--- src/rtl/tile_wr_addr_gen_pkg.sv ---
// Shared accelerator definitions: tile FSM state encoding and default tile geometry.
package tile_wr_addr_gen_pkg;

  typedef enum logic [0:0] {
    ST_IDLE = 1'b0,
    ST_RUN  = 1'b1
  } tile_state_e;

  localparam int unsigned DEF_N0 = 32'd4;
  localparam int unsigned DEF_N1 = 32'd2;
  localparam int unsigned DEF_N2 = 32'd2;
  localparam int unsigned DEF_S1 = 32'd8;
  localparam int unsigned DEF_S2 = 32'd32;

  // Number of beats that make up one complete tile.
  function automatic int unsigned tile_beats(input int unsigned n0, input int unsigned n1,
                                             input int unsigned n2);
    return n0 * n1 * n2;
  endfunction

endpackage

--- src/rtl/tile_wr_addr_gen_idx_cnt.sv ---
// Three-level nested tile index counter (columns, rows, planes) advanced one beat per step.
module tile_idx_cnt
  import tile_wr_addr_gen_pkg::*;
#(
  parameter int unsigned CW = 16,
  parameter int unsigned N0 = DEF_N0,
  parameter int unsigned N1 = DEF_N1,
  parameter int unsigned N2 = DEF_N2
) (
  input  logic          clk,
  input  logic          rst,
  input  logic          step,
  input  logic          clear,
  output logic [CW-1:0] cnt0,
  output logic [CW-1:0] cnt1,
  output logic [CW-1:0] cnt2,
  output logic          wrap0,
  output logic          wrap1,
  output logic          wrap2,
  output logic          last
);

  localparam logic [CW-1:0] MAX0 = CW'(N0 - 32'd1);
  localparam logic [CW-1:0] MAX1 = CW'(N1 - 32'd1);
  localparam logic [CW-1:0] MAX2 = CW'(N2 - 32'd1);
  localparam logic [CW-1:0] ONE  = CW'(32'd1);

  logic [CW-1:0] cnt0_q, cnt1_q, cnt2_q;
  logic [CW-1:0] cnt0_d, cnt1_d, cnt2_d;

  // Each wrap flag says that level sits at its terminal index.
  assign wrap0 = (cnt0_q == MAX0);
  assign wrap1 = (cnt1_q == MAX1);
  assign wrap2 = (cnt2_q == MAX2);
  assign last  = wrap0 && wrap1 && wrap2;
  assign cnt0  = cnt0_q;
  assign cnt1  = cnt1_q;
  assign cnt2  = cnt2_q;

  // Next-index computation with carry from inner to outer level.
  always_comb begin
    cnt0_d = cnt0_q;
    cnt1_d = cnt1_q;
    cnt2_d = cnt2_q;
    if (clear) begin
      cnt0_d = '0;
      cnt1_d = '0;
      cnt2_d = '0;
    end else if (step) begin
      if (wrap0) begin
        cnt0_d = '0;
        if (wrap1) begin
          cnt1_d = '0;
          if (wrap2) begin
            cnt2_d = '0;
          end else begin
            cnt2_d = cnt2_q + ONE;
          end
        end else begin
          cnt1_d = cnt1_q + ONE;
        end
      end else begin
        cnt0_d = cnt0_q + ONE;
      end
    end else begin
      cnt0_d = cnt0_q;
    end
  end

  // Counter state registers.
  always_ff @(posedge clk) begin
    if (rst) begin
      cnt0_q <= '0;
      cnt1_q <= '0;
      cnt2_q <= '0;
    end else begin
      cnt0_q <= cnt0_d;
      cnt1_q <= cnt1_d;
      cnt2_q <= cnt2_d;
    end
  end

endmodule

--- src/rtl/tile_wr_addr_gen.sv ---
// Tile write address generator: turns a stream of data beats into memory writes laid
// out as N2 planes of N1 rows of N0 columns starting at a latched base address.
module tile_wr_addr_gen
  import tile_wr_addr_gen_pkg::*;
#(
  parameter int unsigned CW = 16,
  parameter int unsigned AW = 16,
  parameter int unsigned DW = 32,
  parameter int unsigned N0 = DEF_N0,
  parameter int unsigned N1 = DEF_N1,
  parameter int unsigned N2 = DEF_N2,
  parameter int unsigned S1 = DEF_S1,
  parameter int unsigned S2 = DEF_S2
) (
  input  logic          clk,
  input  logic          rst,
  input  logic          start,
  input  logic [AW-1:0] base_addr,
  input  logic          in_valid,
  input  logic [DW-1:0] in_data,
  output logic          in_ready,
  output logic          wr_ena,
  output logic [AW-1:0] wr_addr,
  output logic [DW-1:0] wr_data,
  output logic          busy,
  output logic          done
);

  localparam logic [AW-1:0] S1_A = AW'(S1);
  localparam logic [AW-1:0] S2_A = AW'(S2);

  tile_state_e   state_q;
  logic [AW-1:0] plane_base_q, plane_base_d;
  logic [AW-1:0] row_base_q, row_base_d;
  logic [AW-1:0] wr_addr_q;
  logic [DW-1:0] wr_data_q;
  logic          wr_ena_q, done_q, busy_q;

  logic          start_acc_s, accept_s;
  logic [CW-1:0] cnt0_s, cnt1_s, cnt2_s;
  logic          wrap0_s, wrap1_s, wrap2_s, last_s;
  logic          cnt_hi_unused;

  assign start_acc_s   = (state_q == ST_IDLE) && start;
  assign accept_s      = (state_q == ST_RUN) && in_valid;
  assign cnt_hi_unused = ^{cnt1_s, cnt2_s, wrap2_s};

  tile_idx_cnt #(
    .CW(CW),
    .N0(N0),
    .N1(N1),
    .N2(N2)
  ) u_idx_cnt (
    .clk  (clk),
    .rst  (rst),
    .step (accept_s),
    .clear(start_acc_s),
    .cnt0 (cnt0_s),
    .cnt1 (cnt1_s),
    .cnt2 (cnt2_s),
    .wrap0(wrap0_s),
    .wrap1(wrap1_s),
    .wrap2(wrap2_s),
    .last (last_s)
  );

  // Row/plane base bookkeeping: strides are added when a row or plane completes.
  always_comb begin
    plane_base_d = plane_base_q;
    row_base_d   = row_base_q;
    if (start_acc_s) begin
      plane_base_d = base_addr;
      row_base_d   = base_addr;
    end else if (accept_s && wrap0_s) begin
      if (wrap1_s) begin
        plane_base_d = plane_base_q + S2_A;
        row_base_d   = plane_base_q + S2_A;
      end else begin
        row_base_d   = row_base_q + S1_A;
      end
    end else begin
      row_base_d = row_base_q;
    end
  end

  // Tile FSM together with the registered write port and status outputs.
  always_ff @(posedge clk) begin
    if (rst) begin
      state_q      <= ST_IDLE;
      plane_base_q <= '0;
      row_base_q   <= '0;
      wr_addr_q    <= '0;
      wr_data_q    <= '0;
      wr_ena_q     <= 1'b0;
      done_q       <= 1'b0;
      busy_q       <= 1'b0;
    end else begin
      plane_base_q <= plane_base_d;
      row_base_q   <= row_base_d;
      wr_ena_q     <= accept_s;
      done_q       <= accept_s && last_s;
      // Busy stays up through the cycle that carries done.
      busy_q       <= start_acc_s || (state_q == ST_RUN);
      if (accept_s) begin
        wr_addr_q <= row_base_q + AW'(cnt0_s);
        wr_data_q <= in_data;
      end
      case (state_q)
        ST_IDLE: begin
          if (start) begin
            state_q <= ST_RUN;
          end
        end
        ST_RUN: begin
          if (accept_s && last_s) begin
            state_q <= ST_IDLE;
          end
        end
        default: begin
          state_q <= ST_IDLE;
        end
      endcase
    end
  end

  assign in_ready = (state_q == ST_RUN);
  assign wr_ena   = wr_ena_q;
  assign wr_addr  = wr_addr_q;
  assign wr_data  = wr_data_q;
  assign busy     = busy_q;
  assign done     = done_q;

endmodule

--- config.mk ---
export PLATFORM = sky130hd
export DESIGN_NAME = tile_wr_addr_gen
export DESIGN_NICKNAME = d
export VERILOG_FILES = /design/src/rtl/tile_wr_addr_gen_pkg.sv /design/src/rtl/tile_wr_addr_gen_idx_cnt.sv /design/src/rtl/tile_wr_addr_gen.sv
export SDC_FILE = /design/constraint.sdc
export NUM_CORES = 1
export LEC_CHECK = 0
export BUFFER_PORTS_ARGS = -buffer_cell sky130_fd_sc_hd__buf_2
export CAP_MARGIN = 0
export CORE_ASPECT_RATIO = 1.25
export CORE_UTILIZATION = 51
export DETAILED_ROUTE_END_ITERATION = 8
export GPL_TIMING_DRIVEN = 0
export PLACE_DENSITY = 0.76
export SKIP_LAST_GASP = 1
export SLEW_MARGIN = 25
export SYNTH_ARGS = -nofsm -noshare
export SYNTH_HDL_FRONTEND = slang
export SYNTH_HIERARCHICAL = 1
export SYNTH_SLANG_ARGS = --single-unit
--- constraint.sdc ---
create_clock -name clk -period 2.36 [get_ports clk]
set_clock_uncertainty 0.1 [all_clocks]
set_input_delay 0.118 -clock clk [delete_from_list [all_inputs] [get_ports clk]]
set_output_delay 0.118 -clock clk [all_outputs]
set_load 0.03 [all_outputs]
Word level (Yosys, flattened, before mapping)
Index checks and enable logic that the tools add are counted.
{"block": "word_totals", "in_bits": 52, "latch_bits": 0, "reg_bits": 132, "wordCells": 46, "n_memories": 0, "ram_bits": 0, "rom_bits": 0}
{"block": "classes", "eq_ne": 3, "div_mod_pow": 0, "reduce_logical": 13, "mux": 12, "shifts": 0, "order_cmp": 0, "n_bitwise": 1, "addsub": 6, "n_mul": 0}
{"op": "2-to-1 mux 16 bit", "n": 9}
{"op": "adder 16 x 1 -> 16 bit (second input constant)", "n": 3}
{"op": "equality test 16 x 1 -> 1 bit (second input constant)", "n": 2}
{"op": "adder 16 bit", "n": 1}
{"op": "adder 16 x 4 -> 16 bit (second input constant)", "n": 1}
{"op": "adder 16 x 6 -> 16 bit (second input constant)", "n": 1}
{"op": "equality test 16 x 2 -> 1 bit (second input constant)", "n": 1}
{"op": "logical AND 1 bit", "n": 6}
{"op": "AND reduction 2 bit", "n": 2}
{"op": "nonzero test 2 bit", "n": 2}
{"op": "AND reduction 3 bit", "n": 1}
{"op": "2-to-1 mux 1 bit", "n": 2}
{"op": "case mux 1 bit (2 select lines)", "n": 1}
{"op": "OR reduction 2 bit", "n": 1}
{"op": "logical OR 1 bit", "n": 1}
{"op": "inverter 1 bit", "n": 1}

Logic depth before layout (Yosys ltp)
Gate-level depths: netlist of the first run.
{"block": "depth", "depth_word": 6, "mapped_depth": 12, "mapped_depth_nobuf": 9}

Hierarchy
The synthesis of the first run kept the hierarchy.
{"mod": "tile_wr_addr_gen", "n_inst": 1, "area_each_um2": 4352.9, "cells_per_inst": 560}
{"mod": "tile_idx_cnt", "n_inst": 1, "area_each_um2": 2401.1, "cells_per_inst": 293}

Least setup slack after synthesis of the first run
No wires, ideal clock.
{"block": "synth_path", "kind": "register to register", "startpoint": "register state_q (netlist: in_ready)", "endpoint": "register u_idx_cnt.cnt1_q[14] (netlist: u_idx_cnt/cnt1[14])", "t_required_ps": 2190, "arrival_time_ps": 2653, "synth_period_minus_slack_ps": 2823, "slack_ps": -463, "stages_incl_launch_ff": 10, "n_path_buf": 4, "setup_time_ps": 70, "cell_sequence": "dfxtp_1 > nand2_1 > inv_2 > clkbuf_1 > clkbuf_1 > clkbuf_1 > buf_1 > nand4_1 > or3_1 > a21oi_1"}
{"block": "synth_via", "word_cells_on_any_way": 5, "classes_between": "bitwise (1); reduce/logical (4)"}
{"item": "start, declared", "line": "tile_wr_addr_gen.sv:32", "source": "tile_state_e state_q;"}
{"item": "start signal, assigned", "line": "tile_wr_addr_gen.sv:89", "source": "state_q <= ST_IDLE;"}
{"item": "start signal, assigned", "line": "tile_wr_addr_gen.sv:111", "source": "state_q <= ST_RUN;"}
{"item": "start signal, assigned", "line": "tile_wr_addr_gen.sv:116", "source": "state_q <= ST_IDLE;"}
{"item": "logical AND 1 bit", "line": "tile_wr_addr_gen.sv:45", "source": "assign accept_s = (state_q == ST_RUN) && in_valid;"}
{"item": "via accept_s", "line": "tile_wr_addr_gen.sv:39", "source": "logic start_acc_s, accept_s;"}
{"item": "AND reduction 2 bit (no source line)"}
{"item": "end signal, assigned", "line": "tile_wr_addr_gen_idx_cnt.sv:78", "source": "cnt1_q <= cnt1_d;"}
{"item": "end, declared", "line": "tile_wr_addr_gen_idx_cnt.sv:28", "source": "logic [CW-1:0] cnt0_q, cnt1_q, cnt2_q;"}
The timed path passes the listed nets, and every way through them passes these cells.
A chain may end at the register's enable or synchronous reset.

Final worst setup path of the first run
{"block": "layout_path", "startpoint": "register u_idx_cnt.cnt0_q[0] (netlist: u_idx_cnt/cnt0[0])", "endpoint": "register plane_base_q[10]"}
{"block": "layout_via", "elab_chain_len": 4}
{"item": "start, declared", "line": "tile_wr_addr_gen_idx_cnt.sv:28"}
{"item": "start signal, assigned", "line": "tile_wr_addr_gen_idx_cnt.sv:77", "source": "cnt0_q <= cnt0_d;"}
{"item": "equality test 16 x 2 -> 1 bit", "line": "tile_wr_addr_gen_idx_cnt.sv:32", "source": "assign wrap0 = (cnt0_q == MAX0);"}
{"item": "via wrap0_s", "line": "tile_wr_addr_gen.sv:41", "source": "logic wrap0_s, wrap1_s, wrap2_s, last_s;"}
{"item": "logical AND 1 bit", "line": "tile_wr_addr_gen.sv:74", "source": "end else if (accept_s && wrap0_s) begin"}
{"item": "nonzero test 2 bit (no source line)"}
{"item": "AND reduction 2 bit (no source line)"}
{"item": "end signal, assigned", "line": "tile_wr_addr_gen.sv:98", "source": "plane_base_q <= plane_base_d;"}
{"item": "end, declared", "line": "tile_wr_addr_gen.sv:33", "source": "logic [AW-1:0] plane_base_q, plane_base_d;"}
The timed path passes the listed nets, and every way through them passes these cells.

==> flow_summary.html, run 1 <==
<table>
<tr><th>Metric</th><th>Value</th></tr>
<tr><th colspan="2">Logic synthesis</th></tr>
<tr><td>Top cell type by total area after synthesis</td><td>dfxtp_1</td></tr>
<tr><td>Total of flip-flops plus latches after synthesis</td><td>between 100 and 150</td></tr>
<tr><td>Yosys warning total</td><td>6</td></tr>
<tr><td>Yosys top cell area share</td><td>between 30% and 40%</td></tr>
<tr><td>Synth area leaders</td><td>dfxtp_1, nand2_1, a21oi_1, ha_1, nor2_1</td></tr>
<tr><td>Area of the mapped netlist</td><td>around 6800 sq um</td></tr>
<tr><td>Distinct cells, synth</td><td>68</td></tr>
<tr><td>Mapped Nets</td><td>around 930</td></tr>
<tr><td>Synth Flop Type</td><td>dfxtp_1</td></tr>
<tr><td>Post-synthesis average cell area</td><td>7.918 sq um</td></tr>
<tr><td>Most frequent cells after synthesis</td><td>nand2_1, dfxtp_1, a21oi_1</td></tr>
<tr><td>Sequential area share after synthesis</td><td>39.13%</td></tr>
<tr><td>Dominant cell by count in the synthesized netlist</td><td>nand2_1</td></tr>
<tr><td>Post-synthesis async set-or-reset flop share</td><td>0%</td></tr>
<tr><td>Synthesized instance count</td><td>853</td></tr>
<tr><td>Count of flip-flops with a built-in enable after synthesis</td><td>0</td></tr>
<tr><th colspan="2">Timing</th></tr>
<tr><td>Measured slew at the worst slew-check pin</td><td>roughly 0.63 ns</td></tr>
<tr><td>Slack of the critical path</td><td>roughly 0.014 ns</td></tr>
<tr><td>Final period util</td><td>99.39%</td></tr>
<tr><td>Minimum clock period</td><td>approximately 2.3 ns</td></tr>
<tr><td>Slew Viols, Final</td><td>0</td></tr>
<tr><td>Final Hold Violating Endpoints</td><td>0</td></tr>
<tr><td>Total setup violations reported at the end of the flow</td><td>0</td></tr>
<tr><td>Peak Freq</td><td>around 430 MHz</td></tr>
<tr><td>Aggregate negative setup slack</td><td>0 ns</td></tr>
<tr><td>Slew margin rel.</td><td>between 50% and 60%</td></tr>
<tr><td>Unrepaired setup endpoints after global routing</td><td>yes</td></tr>
<tr><th colspan="2">Setup path</th></tr>
<tr><td>Critical-path cell with the highest stage delay</td><td>dfxtp_4</td></tr>
<tr><td>Arrival time at the worst endpoint</td><td>approximately 2.6 ns</td></tr>
<tr><td>Capturing element type of the critical path</td><td>flop</td></tr>
<tr><td>Highest net fanout along the worst path</td><td>7</td></tr>
<tr><td>Required time of the critical path</td><td>roughly 2.6 ns</td></tr>
<tr><td>Register-to-Register Setup Slack</td><td>about 0.014 ns</td></tr>
<tr><td>Crit Path Category</td><td>flop to flop</td></tr>
<tr><td>Critical Path, Cell by Cell</td><td>ha_4, nor4b_4, and4_1, buf_6, and3_4, buf_8, nand2_8, or3_4, a311oi_2</td></tr>
<tr><td>Biggest cell delay along the critical path</td><td>approximately 0.38 ns</td></tr>
<tr><td>CP startpoint kind</td><td>flop</td></tr>
<tr><td>Number of buffer and inverter instances along the worst setup path</td><td>2</td></tr>
<tr><td>Top delay family on crit path</td><td>simple AND/OR/NAND/NOR gates</td></tr>
<tr><th colspan="2">Power and ir drop</th></tr>
<tr><td>Gate power share</td><td>approximately a tenth</td></tr>
<tr><td>Power Dens Cells</td><td>roughly 630 nW/um^2</td></tr>
<tr><td>Sequential share of power</td><td>41.8%</td></tr>
<tr><td>Power Total</td><td>about 5.6 mW</td></tr>
<tr><td>Max rail drop VDD</td><td>just over 0.0005 V</td></tr>
<tr><td>Cell-internal power</td><td>about 4.2 mW</td></tr>
<tr><td>Fraction of power spent switching nets</td><td>a little over a quarter</td></tr>
<tr><td>Switching pwr</td><td>between 1 and 1.5 mW</td></tr>
<tr><td>Reported leakage power</td><td>between 3 and 4 nW</td></tr>
<tr><td>Fraction of power consumed by the clock network</td><td>a little under half</td></tr>
<tr><th colspan="2">Clocking</th></tr>
<tr><td>Clock input transition at the sequential cells of the worst setup and hold paths</td><td>around 0.060 ns</td></tr>
<tr><td>Worst-skew pair later-pin latency</td><td>~0.43 ns</td></tr>
<tr><td>Buffer cell driving the clock tree root</td><td>clkbuf_16</td></tr>
<tr><td>H-tree levels</td><td>4</td></tr>
<tr><td>Number of clock sinks</td><td>approximately 130</td></tr>
<tr><td>TritonCTS clock tree</td><td>built</td></tr>
<tr><td>Maximum clock insertion buffer count</td><td>2</td></tr>
<tr><td>Number of buffers added by the clock tree synthesis step</td><td>17</td></tr>
<tr><th colspan="2">Finish</th></tr>
<tr><td>Area Growth Syn to Fin</td><td>32.72%</td></tr>
<tr><td>Post-layout instance count excluding filler cells</td><td>roughly 1200</td></tr>
<tr><td>Share of layout cells above drive strength 1</td><td>around a fifth</td></tr>
<tr><td>Number of diodes</td><td>0</td></tr>
<tr><td>Number of inserted filler cells in the final layout</td><td>roughly 1000</td></tr>
<tr><td>Net count, final</td><td>1116</td></tr>
<tr><th colspan="2">Detailed routing</th></tr>
<tr><td>Vias after detailed routing</td><td>just under 7000</td></tr>
<tr><td>Via density per instance</td><td>approximately 5.7</td></tr>
<tr><td>Starting DRT DRC Count</td><td>about 470</td></tr>
<tr><td>Wirelength, routed</td><td>19.66 mm</td></tr>
<tr><td>Number of nets with antenna violations after routing</td><td>0</td></tr>
<tr><td>Avg WL per Cell</td><td>between 15 and 20 um</td></tr>
<tr><td>Post-route DRC violation count</td><td>0</td></tr>
<tr><td>1st-pass router iterations</td><td>5</td></tr>
<tr><th colspan="2">Floorplanning</th></tr>
<tr><td>Initial Util</td><td>a little over half</td></tr>
<tr><td>Std-Cell Core Area</td><td>12780 sq um</td></tr>
<tr><td>Die X</td><td>between 100 and 150 um</td></tr>
<tr><td>FP Rows</td><td>46</td></tr>
<tr><td>Die Height</td><td>approximately 130 um</td></tr>
<tr><td>Die Footprint</td><td>about 14000 sq um</td></tr>
<tr><td>IO Count</td><td>approximately 100</td></tr>
<tr><th colspan="2">Global routing</th></tr>
<tr><td>Number of antenna violations at the first check in global routing</td><td>0</td></tr>
<tr><td>Global-route usage over all layers</td><td>around 28%</td></tr>
<tr><td>Aggregate global routing overflow</td><td>0</td></tr>
<tr><td>First-pass GRT wire length</td><td>30.51 mm</td></tr>
<tr><td>Largest net degree at the start of global routing</td><td>21</td></tr>
<tr><td>Via count of the first global-routing pass</td><td>~6400</td></tr>
<tr><th colspan="2">Placed design</th></tr>
<tr><td>Worst slack at placement</td><td>-0.5448 ns</td></tr>
<tr><td>Routability congestion estimate from global placement</td><td>about 0.90</td></tr>
<tr><td>Number of buffers inserted by port buffering</td><td>103</td></tr>
<tr><td>Instance count after placement with tap cells included</td><td>between 1000 and 1500</td></tr>
<tr><td>DP HPWL</td><td>around 13 mm</td></tr>
<tr><th colspan="2">Status</th></tr>
<tr><td>Run status</td><td>complete, no violations</td></tr>
<tr><th colspan="2">Min path</th></tr>
<tr><td>Worst min path class</td><td>primary input to flop</td></tr>
<tr><th colspan="2">Flow run</th></tr>
<tr><td>Total of max-cap violations</td><td>0</td></tr>
</table>
power by group through the flow:
stage / sequential (mW) / clock [mW] / combinational [mW]
after floorplan: 2.46 / 0 / 0.253
after CTS: 2.36 / 2.73 / 0.548
after global placement: 2.41 / 0 / 0.467
after detailed placement: 2.41 / 0 / 0.472
after global routing: 2.37 / 2.82 / 0.622
final: 2.36 / 2.71 / 0.578
path summary, 6_finish.rpt:
kind | from | to | cells after the start
setup / recovery | u_idx_cnt/cnt0[0] | plane_base_q[10] | 9
hold / removal | rst | row_base_q[14] | 4
setup reg to reg | u_idx_cnt/cnt0[0] | plane_base_q[10] | 9
hold reg to reg | wr_data[24] | wr_data[24] | 2
final cells by class:
class,instances,area [sq um],share of cell area [%]
inverters,19,75.07,0.8375
multi-input cells,654,3955,44.12
repair buffers,171,1149,12.81
well taps,168,210.2,2.345
plain buffers,46,304.0,3.392
clock inverters,14,166.4,1.857
clock buffers,18,439.2,4.899
flip-flops and latches,132,2665,29.73
kinds of logic after synthesis:
family          count (synthesis)  synth area share [%]
fa+ha+maj                      23                 4.372
simple gates                  379                 27.14
flops                         132                 39.13
mux                             4                0.5928
buf+inv                        67                 4.390
compound gates                202                 18.41
xor+xnor                       46                 5.965
worst reg2reg max path, delay by kind of cell (launching register included):
kind,cells,cell delay (ns)
flip-flops,1,0.38
AND/OR/NAND/NOR,5,1.09
buffers and inverters,2,0.26
adder cells (fa/ha/maj),1,0.15
AO/OA/AOI/OAI,1,0.27
repair_timing:
item	in CTS	in global routing
resized for setup	41	33
hold endpoints to repair	62	0
setup endpoints to repair	77	29
buffers inserted	7	12
pin swaps	2	12
hold buffers	49	0
registers in the layout (all words and copies together), names as in the netlist:
signal	count
u_idx_cnt/cnt2	16
u_idx_cnt/cnt1	16
busy	1
plane_base_q	16
row_base_q	16
wr_addr	16
u_idx_cnt/cnt0	16
done	1
in_ready	1
wr_data	32
wr_ena	1
layout by cell type, fill, tap and decap left out, drive strengths merged, types with 4 or more instances in the layout:
master,Yosys,routed
a211oi,9,9
nand4,18,18
buf,17,142
nor4b,7,7
a21o,8,8
inv,19,24
nor3,22,22
and4,8,8
nor2b,4,4
nand2,148,148
xnor2,22,22
o21a,8,8
a21oi,92,92
a311oi,7,7
and3,14,14
or2,4,4
a31oi,6,6
o21ai,36,36
or3,18,18
nor2,72,72
clkinv,0,5
nand3,44,44
mux2i,4,4
nand2b,4,4
dlygate4sd3,0,49
dfxtp,132,132
nor4,9,9
o22ai,4,4
xor2,24,24
o221ai,6,6
clkbuf,31,44
ha,22,22
metrics by stage:
step	instance area, sq um	hold WS (ns)	util [%]
6_report	8964	0.1077	70.15
5_1_grt	8964	0.1385	70.15
4_1_cts	8782	0.06812	68.73
3_5_place_dp	7501	0.2657	58.71
3_3_place_gp	7501	0.2580	58.71
2_1_floorplan	6775	0.1495	-
routing by layer:
layer | track usage, % | part of all wire, % | vias up
met2 | 51.50 | 51 | 250
li1 | - | - | 3413
met4 | 12.76 | 3.3 | 0
met1 | 31.47 | 40 | 3244
met5 | 0 | 0 | -
met3 | 6.002 | 5.2 | 53
No activity file was read; power rests on OpenSTA's default activity.
==> inputs of run 2 (changes only) <==
--- a/config.mk
+++ b/config.mk
@@ -7,11 +7,13 @@
 export LEC_CHECK = 0
 export BUFFER_PORTS_ARGS = -buffer_cell sky130_fd_sc_hd__buf_2
 export CAP_MARGIN = 0
+export CELL_PAD_IN_SITES_DETAIL_PLACEMENT = 1
+export CELL_PAD_IN_SITES_GLOBAL_PLACEMENT = 2
 export CORE_ASPECT_RATIO = 1.25
-export CORE_UTILIZATION = 51
+export CORE_UTILIZATION = 30
 export DETAILED_ROUTE_END_ITERATION = 8
 export GPL_TIMING_DRIVEN = 0
-export PLACE_DENSITY = 0.76
+export PLACE_DENSITY_LB_ADDON = 0.1
 export SKIP_LAST_GASP = 1
 export SLEW_MARGIN = 25
 export SYNTH_ARGS = -nofsm -noshare
==> flow_summary.html, run 2 (synthesis gave the netlist of run 1 again) <==
<table>
<tr><th>Metric</th><th>Value</th></tr>
<tr><th colspan="2">Clocking</th></tr>
<tr><td>Clock input transition at the sequential cells of the worst setup and hold paths</td><td>about 0.060 ns</td></tr>
<tr><td>Worst-skew pair later-pin latency</td><td>between 0.4 and 0.5 ns</td></tr>
<tr><td>Maximum clock insertion buffer count</td><td>2</td></tr>
<tr><td>Number of clock sinks</td><td>around 130</td></tr>
<tr><td>Buffer cell driving the clock tree root</td><td>clkbuf_16</td></tr>
<tr><td>Number of buffers added by the clock tree synthesis step</td><td>17</td></tr>
<tr><td>H-tree levels</td><td>4</td></tr>
<tr><td>TritonCTS clock tree</td><td>built</td></tr>
<tr><th colspan="2">Timing</th></tr>
<tr><td>Aggregate negative setup slack</td><td>0 ns</td></tr>
<tr><td>Final Hold Violating Endpoints</td><td>0</td></tr>
<tr><td>Unrepaired setup endpoints after global routing</td><td>yes</td></tr>
<tr><td>Final period util</td><td>98.80%</td></tr>
<tr><td>Slew margin rel.</td><td>a little under three fifths</td></tr>
<tr><td>Minimum clock period</td><td>2.332 ns</td></tr>
<tr><td>Measured slew at the worst slew-check pin</td><td>about 0.66 ns</td></tr>
<tr><td>Peak Freq</td><td>428.9 MHz</td></tr>
<tr><td>Total setup violations reported at the end of the flow</td><td>0</td></tr>
<tr><td>Slew Viols, Final</td><td>0</td></tr>
<tr><th colspan="2">Detailed routing</th></tr>
<tr><td>Avg WL per Cell</td><td>between 15 and 20 um</td></tr>
<tr><td>Wirelength, routed</td><td>approximately 23 mm</td></tr>
<tr><td>Post-route DRC violation count</td><td>0</td></tr>
<tr><td>Starting DRT DRC Count</td><td>roughly 230</td></tr>
<tr><td>1st-pass router iterations</td><td>4</td></tr>
<tr><td>Via density per instance</td><td>~5.0</td></tr>
<tr><td>Number of nets with antenna violations after routing</td><td>0</td></tr>
<tr><td>Vias after detailed routing</td><td>6744</td></tr>
<tr><th colspan="2">Floorplanning</th></tr>
<tr><td>Die Height</td><td>around 170 um</td></tr>
<tr><td>Die Footprint</td><td>23120 sq um</td></tr>
<tr><td>Initial Util</td><td>between 30% and 40%</td></tr>
<tr><td>IO Count</td><td>between 100 and 150</td></tr>
<tr><td>Std-Cell Core Area</td><td>around 22000 sq um</td></tr>
<tr><td>Die X</td><td>about 140 um</td></tr>
<tr><td>FP Rows</td><td>just over 60</td></tr>
<tr><th colspan="2">Power and ir drop</th></tr>
<tr><td>Max rail drop VDD</td><td>0.0004877 V</td></tr>
<tr><td>Reported leakage power</td><td>3.559 nW</td></tr>
<tr><td>Power Dens Cells</td><td>613.9 nW/um^2</td></tr>
<tr><th colspan="2">Setup path</th></tr>
<tr><td>Arrival time at the worst endpoint</td><td>between 2 and 3 ns</td></tr>
<tr><td>Register-to-Register Setup Slack</td><td>roughly 0.028 ns</td></tr>
<tr><td>Capturing element type of the critical path</td><td>flop</td></tr>
<tr><td>Start of the worst register-to-register path</td><td>u_idx_cnt/cnt0[0]</td></tr>
<tr><td>Required time of the critical path</td><td>roughly 2.6 ns</td></tr>
<tr><td>CP startpoint kind</td><td>flop</td></tr>
<tr><td>Crit Path Category</td><td>flop to flop</td></tr>
<tr><td>Number of cells on the worst reg-to-reg path</td><td>9</td></tr>
<tr><td>Reg-to-Reg End</td><td>wr_addr[10]</td></tr>
<tr><td>Highest net fanout along the worst path</td><td>4</td></tr>
<tr><th colspan="2">Min path</th></tr>
<tr><td>Worst hold start</td><td>rst</td></tr>
<tr><td>Worst min path class</td><td>primary input to flop</td></tr>
<tr><td>Hold Crit Endpoint</td><td>u_idx_cnt/cnt2[12]</td></tr>
<tr><td>Depth of the worst hold-timing path</td><td>3</td></tr>
<tr><th colspan="2">Finish</th></tr>
<tr><td>Number of diodes</td><td>0</td></tr>
<tr><td>Flip-flop count of the largest register after layout</td><td>32</td></tr>
<tr><td>Net count, final</td><td>~1100</td></tr>
<tr><td>Post-layout instance count excluding filler cells</td><td>approximately 1300</td></tr>
<tr><td>Top library cells by usage in the layout, fill and taps aside</td><td>nand2_1, dfxtp_1, buf_2</td></tr>
<tr><td>Share of layout cells above drive strength 1</td><td>between 20% and 30%</td></tr>
<tr><td>Area Growth Syn to Fin</td><td>34.83%</td></tr>
<tr><td>Commonest non-fill, non-tap cell in the layout</td><td>nand2_1</td></tr>
<tr><th colspan="2">Global routing</th></tr>
<tr><td>Aggregate global routing overflow</td><td>0</td></tr>
<tr><td>Via count of the first global-routing pass</td><td>~6700</td></tr>
<tr><td>Grt met2 use</td><td>a little under two fifths</td></tr>
<tr><td>Most Used Layer, Global Route</td><td>met2</td></tr>
<tr><td>Largest net degree at the start of global routing</td><td>21</td></tr>
<tr><td>First-pass GRT wire length</td><td>approximately 36 mm</td></tr>
<tr><td>GR Util met1</td><td>about 24%</td></tr>
<tr><td>Global-route usage over all layers</td><td>about a fifth</td></tr>
<tr><td>Met3 track utilization from global routing</td><td>~3.2%</td></tr>
<tr><td>Number of antenna violations at the first check in global routing</td><td>0</td></tr>
<tr><th colspan="2">Status</th></tr>
<tr><td>Run status</td><td>complete, no violations</td></tr>
<tr><th colspan="2">Placed design</th></tr>
<tr><td>Routability congestion estimate from global placement</td><td>~0.77</td></tr>
<tr><td>Number of buffers inserted by port buffering</td><td>a little over 100</td></tr>
<tr><td>Instance count after placement with tap cells included</td><td>roughly 1200</td></tr>
<tr><td>DP HPWL</td><td>~17 mm</td></tr>
<tr><th colspan="2">Flow run</th></tr>
<tr><td>Total of max-cap violations</td><td>0</td></tr>
</table>
run 2: changes by cell type in the layout (fill, tap and decap cells not counted), moves of 3 or more:
| cell | before | now |
|---|---|---|
| clkinv_4 | 5 | 0 |
| dfxtp_1 | 120 | 115 |
| inv_8 | 1 | 6 |
| dfxtp_2 | 9 | 13 |
| nand2_1 | 146 | 143 |
| nand2_2 | 1 | 4 |
run 2: critical path: stages (launching register included):
cell,delay (ns)
dfxtp_4,0.37
ha_1,0.20
inv_1,0.07
fa_1,0.19
nor2b_1,0.07
o31a_1,0.34
o31ai_4,0.29
o21bai_2,0.11
nor4b_2,0.16
a311o_1,0.31
run 2: worst max-delay path by stage:
stage / start / end / slack (ns)
final: u_idx_cnt/cnt0[0] / wr_addr[10] / 0.03
after global routing: u_idx_cnt/cnt0[0] / wr_addr[10] / -0.05
after CTS: u_idx_cnt/cnt1[1] / plane_base_q[8] / -0.04
after detailed placement: u_idx_cnt/cnt1[0] / plane_base_q[8] / -0.81
after global placement: u_idx_cnt/cnt1[0] / plane_base_q[8] / -0.88
after floorplan: u_idx_cnt/cnt0[0] / plane_base_q[11] / 0.01
run 2: stage by stage:
step	util [%]	setup WS [ns]	power [mW]	hold slack, ns	area (sq um)
floorplan	-	0.01031	2.711	0.1495	6775
global placement	34.54	-0.8777	2.913	0.2598	7645
detailed placement	34.54	-0.8119	2.916	0.2665	7645
CTS	40.53	-0.03781	5.666	0.1171	8970
global route	41.14	-0.05474	5.837	0.1604	9106
finish	41.14	0.02841	5.590	0.1488	9106
run 2: cell type report:
| cell class | count | area, sq um |
|---|---|---|
| multi-input cells | 654 | 3970 |
| inverters | 19 | 75.07 |
| clock buffers | 17 | 425.4 |
| clock inverters | 15 | 156.4 |
| plain buffers | 46 | 306.5 |
| flip-flops and latches | 132 | 2674 |
| well taps | 283 | 354.1 |
| repair buffers | 170 | 1145 |
| fillers | 2716 | 13030 |
run 2: what timing repair did:
action / 4_1_cts / 5_1_grt
hold buffers: 49 / 0
endpoints found under the hold margin: 62 / 0
gates cloned: 0 / 0
gates resized for setup: 54 / 31
endpoints found under the setup margin: 79 / 43
pin swaps: 4 / 16
setup buffers: 11 / 7
run 2: metal layers:
metal | wire length, um | vias up
li1 | - | 3407
met5 | 0 | -
met2 | 12190 | 76
met4 | 392 | 0
met3 | 493 | 27
met1 | 10120 | 3234
run 2: where the power goes:
| part | internal, mW | switching [mW] |
|---|---|---|
| sequential | 2.30 | 0.0677 |
| clock | 1.42 | 1.23 |
| combinational | 0.238 | 0.345 |
| total | 3.95 | 1.64 |
